[src/rtl/id_ex_stage.sv]
// ID/EX pipeline register with load-use hazard detection and EX operand forwarding.
// Optional macro FORWARDING_EN enables MEM/WB forwarding; without it dependent instructions stall instead.
module id_ex_stage #(
  parameter int unsigned XLEN = 32
) (
  input  logic            clk,
  input  logic            rst,
  input  logic            id_valid,
  input  logic [4:0]      id_rs1,
  input  logic [4:0]      id_rs2,
  input  logic [4:0]      id_rd,
  input  logic [XLEN-1:0] id_rd1,
  input  logic [XLEN-1:0] id_rd2,
  input  logic [XLEN-1:0] id_imm,
  input  logic [XLEN-1:0] id_pc,
  input  logic            id_alu_src,
  input  logic [2:0]      id_alu_control,
  input  logic            id_reg_write,
  input  logic            id_mem_write,
  input  logic            id_mem_read,
  input  logic            ex_flush,
  input  logic [4:0]      mem_rd,
  input  logic            mem_reg_write,
  input  logic [XLEN-1:0] mem_alu_result,
  input  logic [4:0]      wb_rd,
  input  logic            wb_reg_write,
  input  logic [XLEN-1:0] wb_result,
  output logic            stall_id,
  output logic            ex_valid,
  output logic [XLEN-1:0] ex_src_a,
  output logic [XLEN-1:0] ex_src_b,
  output logic [2:0]      ex_alu_control,
  output logic [XLEN-1:0] ex_write_data,
  output logic [4:0]      ex_rd,
  output logic            ex_reg_write,
  output logic            ex_mem_write,
  output logic            ex_mem_read,
  output logic [XLEN-1:0] ex_pc,
  output logic [XLEN-1:0] ex_imm
);

  logic [4:0]      ex_rs1;
  logic [4:0]      ex_rs2;
  logic [XLEN-1:0] ex_rd1;
  logic [XLEN-1:0] ex_rd2;
  logic            ex_alu_src;
  logic            bubble_c;

  // x0 is never a real dependency
  function automatic logic hit(input logic [4:0] rs, input logic [4:0] rd);
    return (rs != 5'd0) && (rs == rd);
  endfunction

  // Hazard detection against the instruction sitting in decode
  always_comb begin
    stall_id = 1'b0;
    if (id_valid && ex_valid && ex_mem_read && (hit(id_rs1, ex_rd) || hit(id_rs2, ex_rd)))
      stall_id = 1'b1;
`ifndef FORWARDING_EN
    if (id_valid && ex_valid && ex_reg_write && (hit(id_rs1, ex_rd) || hit(id_rs2, ex_rd)))
      stall_id = 1'b1;
    if (id_valid && mem_reg_write && (hit(id_rs1, mem_rd) || hit(id_rs2, mem_rd)))
      stall_id = 1'b1;
`endif
  end

  assign bubble_c = stall_id | ex_flush;

  // EX register: data always captured, control bits squashed on a bubble
  always_ff @(posedge clk) begin
    if (rst) begin
      ex_valid       <= 1'b0;
      ex_reg_write   <= 1'b0;
      ex_mem_write   <= 1'b0;
      ex_mem_read    <= 1'b0;
      ex_rd          <= 5'd0;
      ex_rs1         <= 5'd0;
      ex_rs2         <= 5'd0;
      ex_alu_control <= 3'd0;
      ex_alu_src     <= 1'b0;
      ex_pc          <= '0;
      ex_imm         <= '0;
      ex_rd1         <= '0;
      ex_rd2         <= '0;
    end else begin
      ex_valid       <= id_valid & ~bubble_c;
      ex_reg_write   <= id_reg_write & ~bubble_c;
      ex_mem_write   <= id_mem_write & ~bubble_c;
      ex_mem_read    <= id_mem_read & ~bubble_c;
      ex_rd          <= id_rd;
      ex_rs1         <= id_rs1;
      ex_rs2         <= id_rs2;
      ex_alu_control <= id_alu_control;
      ex_alu_src     <= id_alu_src;
      ex_pc          <= id_pc;
      ex_imm         <= id_imm;
      ex_rd1         <= id_rd1;
      ex_rd2         <= id_rd2;
    end
  end

`ifdef FORWARDING_EN
  // MEM result is younger than WB, so it wins when both match
  always_comb begin
    ex_src_a = ex_rd1;
    if (mem_reg_write && hit(ex_rs1, mem_rd))
      ex_src_a = mem_alu_result;
    else if (wb_reg_write && hit(ex_rs1, wb_rd))
      ex_src_a = wb_result;

    ex_write_data = ex_rd2;
    if (mem_reg_write && hit(ex_rs2, mem_rd))
      ex_write_data = mem_alu_result;
    else if (wb_reg_write && hit(ex_rs2, wb_rd))
      ex_write_data = wb_result;
  end
`else
  always_comb begin
    ex_src_a      = ex_rd1;
    ex_write_data = ex_rd2;
  end

  logic unused_fwd;
  assign unused_fwd = ^{mem_alu_result, wb_rd, wb_reg_write, wb_result, ex_rs1, ex_rs2};
`endif

  assign ex_src_b = ex_alu_src ? ex_imm : ex_write_data;

endmodule

[config.mk]
export PLATFORM = sky130hd
export DESIGN_NAME = id_ex_stage
export DESIGN_NICKNAME = d
export VERILOG_FILES = /design/src/rtl/id_ex_stage.sv
export SDC_FILE = /design/constraint.sdc
export NUM_CORES = 1
export LEC_CHECK = 0
export BUFFER_PORTS_ARGS = -buffer_cell sky130_fd_sc_hd__buf_2
export CORE_AREA = 3 3 156 158
export DETAILED_ROUTE_END_ITERATION = 10
export DIE_AREA = 0 0 159 161
export PLACE_DENSITY_LB_ADDON = 0.05
export RECOVER_POWER = 25
export SKIP_CTS_REPAIR_TIMING = 1
export SYNTH_ARGS = -nofsm -noshare
export SYNTH_HDL_FRONTEND = slang
export SYNTH_SLANG_ARGS = --single-unit
[constraint.sdc]
create_clock -name clk -period 1.7 [get_ports clk]
set_input_delay 0.17 -clock clk [delete_from_list [all_inputs] [get_ports clk]]
set_output_delay 0.17 -clock clk [all_outputs]
set_load 0.03 [all_outputs]
==> results.json, run 1 <==
{
  "status": "finished, violations left",
  "violations": "negative hold slack, negative setup slack",
  "finalHoldViolCount": 10,
  "grt_pass1_vias": 4084,
  "clk_pin_slew_ps": 70,
  "fin_hold_ws_ps": -25.4,
  "setup_ws_ps": -178,
  "hpwl_mm": 11.8,
  "design.core.area_um2": 23300,
  "avgSynthCellArea_um2": 11.7,
  "slowest_delay_ps": 340,
  "fin_skew_ps": 4.45,
  "report.final.slew_viol_count": 0,
  "critical_path_peak_fanout": 3,
  "ys_ff_latch": 141,
  "drt_first_iter_violations": 84,
  "finalSetupTns_ps": -444,
  "route.detailed.drc": 0,
  "pwr_density_cell_nw_per_um2": 1050,
  "grt_first_pass_wirelength_mm": 22.8,
  "max_freq_mhz": 532,
  "worstHoldPathType": "in2reg",
  "grt_overflow": 0,
  "synth_warnings": 0,
  "cp_num_cells": 6,
  "worst_pin_slew_ps": 1020,
  "r2r_start": "ex_rd[4]$_SDFF_PP0_",
  "gp_congestion": 0.738,
  "final_core_util": 0.372,
  "postRouteAntennaNets": 0,
  "fin_crit_ps": 1880,
  "cts_tree": "built",
  "cp_num_buf_inv": 1,
  "place_inst": 1018,
  "yosysSeqAreaShare": 0.636,
  "cts_buffer_depth": 2,
  "cp_cell_sequence": "xor2_1, nor3_2, nand4_1, a21oi_2, or2_1, buf_6",
  "critPathLaunch": "ex_rd[4]$_SDFF_PP0_",
  "crit_slowest_cell": "dfxtp_2",
  "grt_setup_unrepaired": "yes",
  "irDropWorstVdd_uv": 449,
  "finalSetupViolations": 10,
  "grt_use_total": 0.116,
  "viasPerCell": 3.72,
  "portBuffers": 332,
  "die_w_um": 159,
  "finalPower_mw": 9.10,
  "endpoint_kind": "output pin",
  "numCtsBuffers": 17,
  "post-route-cell-area_um2": 8650,
  "fin_nets": 1077,
  "start_util": 0.191,
  "insertion_delay_ps": 410,
  "drive_gt1_frac": 0.478,
  "finalNonFillerCells": 1178,
  "reg2reg_to": "ex_valid$_SDFF_PP0_",
  "critPathRequiredTime_ps": 1530,
  "crit_path_end": "stall_id",
  "reg2regPathDepth": 6,
  "yosysUniqueCellTypes": 16,
  "pre_cts_ws_ps": 81.5,
  "num_io_pins": 403,
  "synth_cells": 378,
  "routed_wl_mm": 16.6,
  "slew_headroom": 0.317,
  "vias": 4387,
  "start_kind": "flop",
  "worst-r2r-setup-slack_ps": 380,
  "fp.dieArea_um2": 25600,
  "antenna_found_initial": 2,
  "htreeDepth": 4,
  "syn_to_final_growth_pct": 94.7,
  "path_delay_family": "simple AND/OR/NAND/NOR gates",
  "cts_root_buf": "clkbuf_16",
  "fin_crit_sh": 1.10,
  "grt_max_degree": 50,
  "n_antenna_cell": 0,
  "syn_nets": 608,
  "syn_area_um2": 4440,
  "leakage_nw": 4.16,
  "maxCapViolations": 0,
  "crit_arrival_ps": 1710,
  "placement.cell_area_um2": 6520,
  "die_y_um": 161,
  "worstSetupPathType": "reg2out",
  "firstDrtPassIters": 4,
  "post_drt_wl_per_cell_um": 14.1,
  "cts.sinks": 141,
  "placementRows": 56
}
-- layout make-up --
type	instances	area, µm²
clock inverter	12	184
multi-input combinational	218	1610
fill	2432	14600
clock buffer	19	443
sequential	141	2830
tap	319	399
timing repair buffer	469	3180
-- report_power, final --
group / internal (mW) / switching, mW
clock network: 2.51 / 1.50
registers: 3.48 / 0.0718
logic: 0.707 / 0.833
-- layer usage --
metal / global-route usage / part of all wire / up-vias / wire (µm)
met5: 0 / 0.0021 / - / 34
met4: 0.0462 / 0.016 / 4 / 267
met3: 0.0592 / 0.088 / 21 / 1460
met2: 0.206 / 0.52 / 191 / 8680
met1: 0.115 / 0.37 / 2039 / 6120
li1: - / - / 2132 / -
-- kinds of logic (layout without fill, tap and decap cells) --
group           Yosys count  in the layout  share of synthesized area
compound gates            4              4                    0.00733
xor+xnor                 20             20                     0.0394
buf+inv                  19            500                     0.0169
flops                   141            141                      0.636
mux                      32             32                     0.0811
simple gates            162            162                      0.219
-- synth_stat cells, drive strengths merged --
| master | instances | area, µm² |
|---|---|---|
| nor2 | 3 | 11.3 |
| a21oi | 2 | 17.5 |
| or2 | 1 | 6.26 |
| clkbuf | 16 | 60.1 |
| mux2 | 32 | 360 |
| dfxtp | 141 | 2820 |
| nand4 | 4 | 25.0 |
| nor2b | 137 | 857 |
| nand2 | 8 | 30.0 |
| a211oi | 1 | 7.51 |
| buf | 3 | 15.0 |
| xor2 | 12 | 105 |
| xnor2 | 8 | 70.1 |
| o211ai | 1 | 7.51 |
| nor3 | 9 | 45.0 |
-- worst min-delay path by stage --
stage                                  end          start  cells after the start  slack, ps
2_1_floorplan          ex_valid$_SDFF_PP0_  mem_reg_write                      1        260
3_3_place_gp           ex_valid$_SDFF_PP0_  mem_reg_write                      2        370
3_5_place_dp           ex_valid$_SDFF_PP0_  mem_reg_write                      2        380
4_1_cts                ex_valid$_SDFF_PP0_  mem_reg_write                      2        -70
5_1_grt               ex_pc[20]$_SDFF_PP0_      id_pc[20]                      2         -7
6_report       ex_write_data[2]$_SDFF_PP0_      id_rd2[2]                      2        -30
-- placed cells by master, fill, tap and decap left out, types with 3 or more instances in the layout --
master / synthesis / final
buf_2: 3 / 314
buf_4: 0 / 3
buf_6: 0 / 17
bufinv_16: 0 / 4
clkbuf_16: 0 / 20
clkbuf_2: 0 / 3
dfxtp_1: 141 / 138
dlygate4sd3_1: 0 / 125
inv_6: 0 / 4
mux2_2: 30 / 15
mux2_4: 0 / 16
nand2_1: 8 / 8
nand4_1: 4 / 4
nor2_1: 3 / 3
nor2b_1: 137 / 137
nor3_1: 9 / 7
xnor2_1: 8 / 8
xor2_1: 12 / 12
-- state kept, by name, indices dropped and copies added (netlist names) --
register        flops
ex_mem_write        1
ex_reg_write        1
ex_alu_src          1
ex_imm             32
ex_rd               5
ex_pc              32
ex_write_data      32
ex_src_a           32
ex_valid            1
ex_mem_read         1
ex_alu_control      3
Note: power is estimated with default switching activity, not from simulation.
==> run 2, diff against run 1 <==
- CTS_CLUSTER_SIZE: unset -> 20
- SKIP_LAST_GASP: unset -> 1
==> run 2 against run 1 <==
Against the previous run:
- the flow still finishes with violations (negative hold slack, negative setup slack)
- clock power about the same
- design area shrank 0.39%
- clock-buffer cell count is the same
- setup slack lost 3.7 ps
- sequential share of layout area grew 0.13 points
- critical path type unchanged
- largest power group unchanged
==> results.json, run 2 (synthesis results as in run 1) <==
{
  "status": "finished, violations left",
  "violations": "negative hold slack, negative setup slack",
  "worstHoldPathType": "in2reg",
  "route.detailed.drc": 0,
  "grt_overflow": 0,
  "critPathRequiredTime_ps": 1530,
  "placement.cell_area_um2": 6520,
  "post_drt_wl_per_cell_um": 14.0,
  "grt_pass1_vias": 4084,
  "sequentialPowerShare": 0.391,
  "syn_to_final_growth_pct": 93.9,
  "irDropWorstVdd_uv": 449,
  "grt_max_degree": 50,
  "switchingPower_mw": 2.40,
  "max_freq_mhz": 531,
  "layout_common_cells": "314 x buf_2, 138 x dfxtp_1, 137 x nor2b_1",
  "report.final.slew_viol_count": 0,
  "vias": 4379,
  "gp_congestion": 0.738,
  "die_y_um": 161,
  "postRouteAntennaNets": 0,
  "finalPower_mw": 9.09,
  "fp.dieArea_um2": 25600,
  "numCtsBuffers": 17,
  "final_common_cell": "buf_2",
  "grt_first_pass_wirelength_mm": 22.8,
  "slew_headroom": 0.317,
  "placementRows": 56,
  "start_kind": "flop",
  "antenna_found_initial": 2,
  "internal-power_mw": 6.69,
  "routed_wl_mm": 16.5,
  "setup_ws_ps": -182,
  "combPwrFrac": 0.168,
  "post-route-cell-area_um2": 8610,
  "cts_buffer_depth": 2,
  "clk_pin_slew_ps": 70,
  "cts.sinks": 141,
  "leakage_nw": 4.14,
  "fin_nets": 1077,
  "slowest_delay_ps": 340,
  "drive_gt1_frac": 0.478,
  "worstSetupPathType": "reg2out",
  "finalHoldViolCount": 10,
  "final_core_util": 0.370,
  "htreeDepth": 4,
  "drt_first_iter_violations": 75,
  "p_sw_frac": 0.264,
  "cp_cell_sequence": "xor2_1, nor3_2, nand4_1, a21oi_2, or2_1, buf_6",
  "grt_setup_unrepaired": "yes",
  "start_util": 0.191,
  "maxCapViolations": 0,
  "fin_crit_sh": 1.11,
  "finalSetupViolations": 12,
  "crit_slowest_cell": "dfxtp_2",
  "cts_root_buf": "clkbuf_16",
  "viasPerCell": 3.72,
  "fin_hold_ws_ps": -25.3,
  "crit_arrival_ps": 1710,
  "endpoint_kind": "output pin",
  "grt_use_total": 0.116,
  "num_io_pins": 403,
  "firstDrtPassIters": 4,
  "n_antenna_cell": 0,
  "cts_tree": "built",
  "critical_path_peak_fanout": 3,
  "insertion_delay_ps": 410,
  "design.core.area_um2": 23300,
  "pwr_density_cell_nw_per_um2": 1060,
  "clkPwrFrac": 0.441,
  "die_w_um": 159,
  "hpwl_mm": 11.8,
  "pre_cts_ws_ps": 81.5,
  "fin_skew_ps": 4.31,
  "worst_pin_slew_ps": 1020,
  "portBuffers": 332,
  "fin_crit_ps": 1880
}
-- run 2: cell counts in the layout (fill, tap and decap cells not counted) --
No cell type changed its count.
-- run 2: critical path, delay by kind of cell, from the launching register on --
family          cells  cell delay [ps]
compound gates      1              150
xor+xnor            1              170
buf+inv             1              140
flops               1              340
simple gates        3              490
-- run 2: metal layers --
metal  part of all wire  track usage
met1               0.37        0.115
met2               0.53        0.206
met3              0.088       0.0592
met4              0.016       0.0462
met5             0.0021            0
-- run 2: worst paths after layout --
check / start / to / slack [ps] / cells after the start
worst max-delay path: ex_rd[4]$_SDFF_PP0_ / stall_id / -180 / 6
worst min-delay path: id_rd2[2] / ex_write_data[2]$_SDFF_PP0_ / -30 / 2
worst max register to register: ex_rd[4]$_SDFF_PP0_ / ex_valid$_SDFF_PP0_ / 380 / 6
worst min register to register: ex_reg_write$_SDFF_PP0_ / ex_reg_write$_SDFF_PP0_ / 780 / 4
-- run 2: through the flow --
stage,TNS [ps],instances
finish,-455,1178
global route,-1820,1178
CTS,-1270,1049
detailed placement,0,1018
global placement,0,1018
floorplan,0,378
-- run 2: cell type report --
class	instances	area, µm²
repair buffers	469	3170
clock inverters	12	184
flip-flops and latches	141	2830
fillers	2438	14700
clock buffers	19	443
multi-input cells	218	1590
well taps	319	399
-- run 2: power groups by stage --
| stage | sequential (mW) | combinational (mW) | clock, mW |
|---|---|---|---|
| 2_1_floorplan | 3.97 | 0.389 | 0 |
| 3_3_place_gp | 3.62 | 1.25 | 0 |
| 3_5_place_dp | 3.62 | 1.25 | 0 |
| 4_1_cts | 3.55 | 1.25 | 4.17 |
| 5_1_grt | 3.57 | 1.63 | 4.30 |
| 6_report | 3.55 | 1.53 | 4.01 |
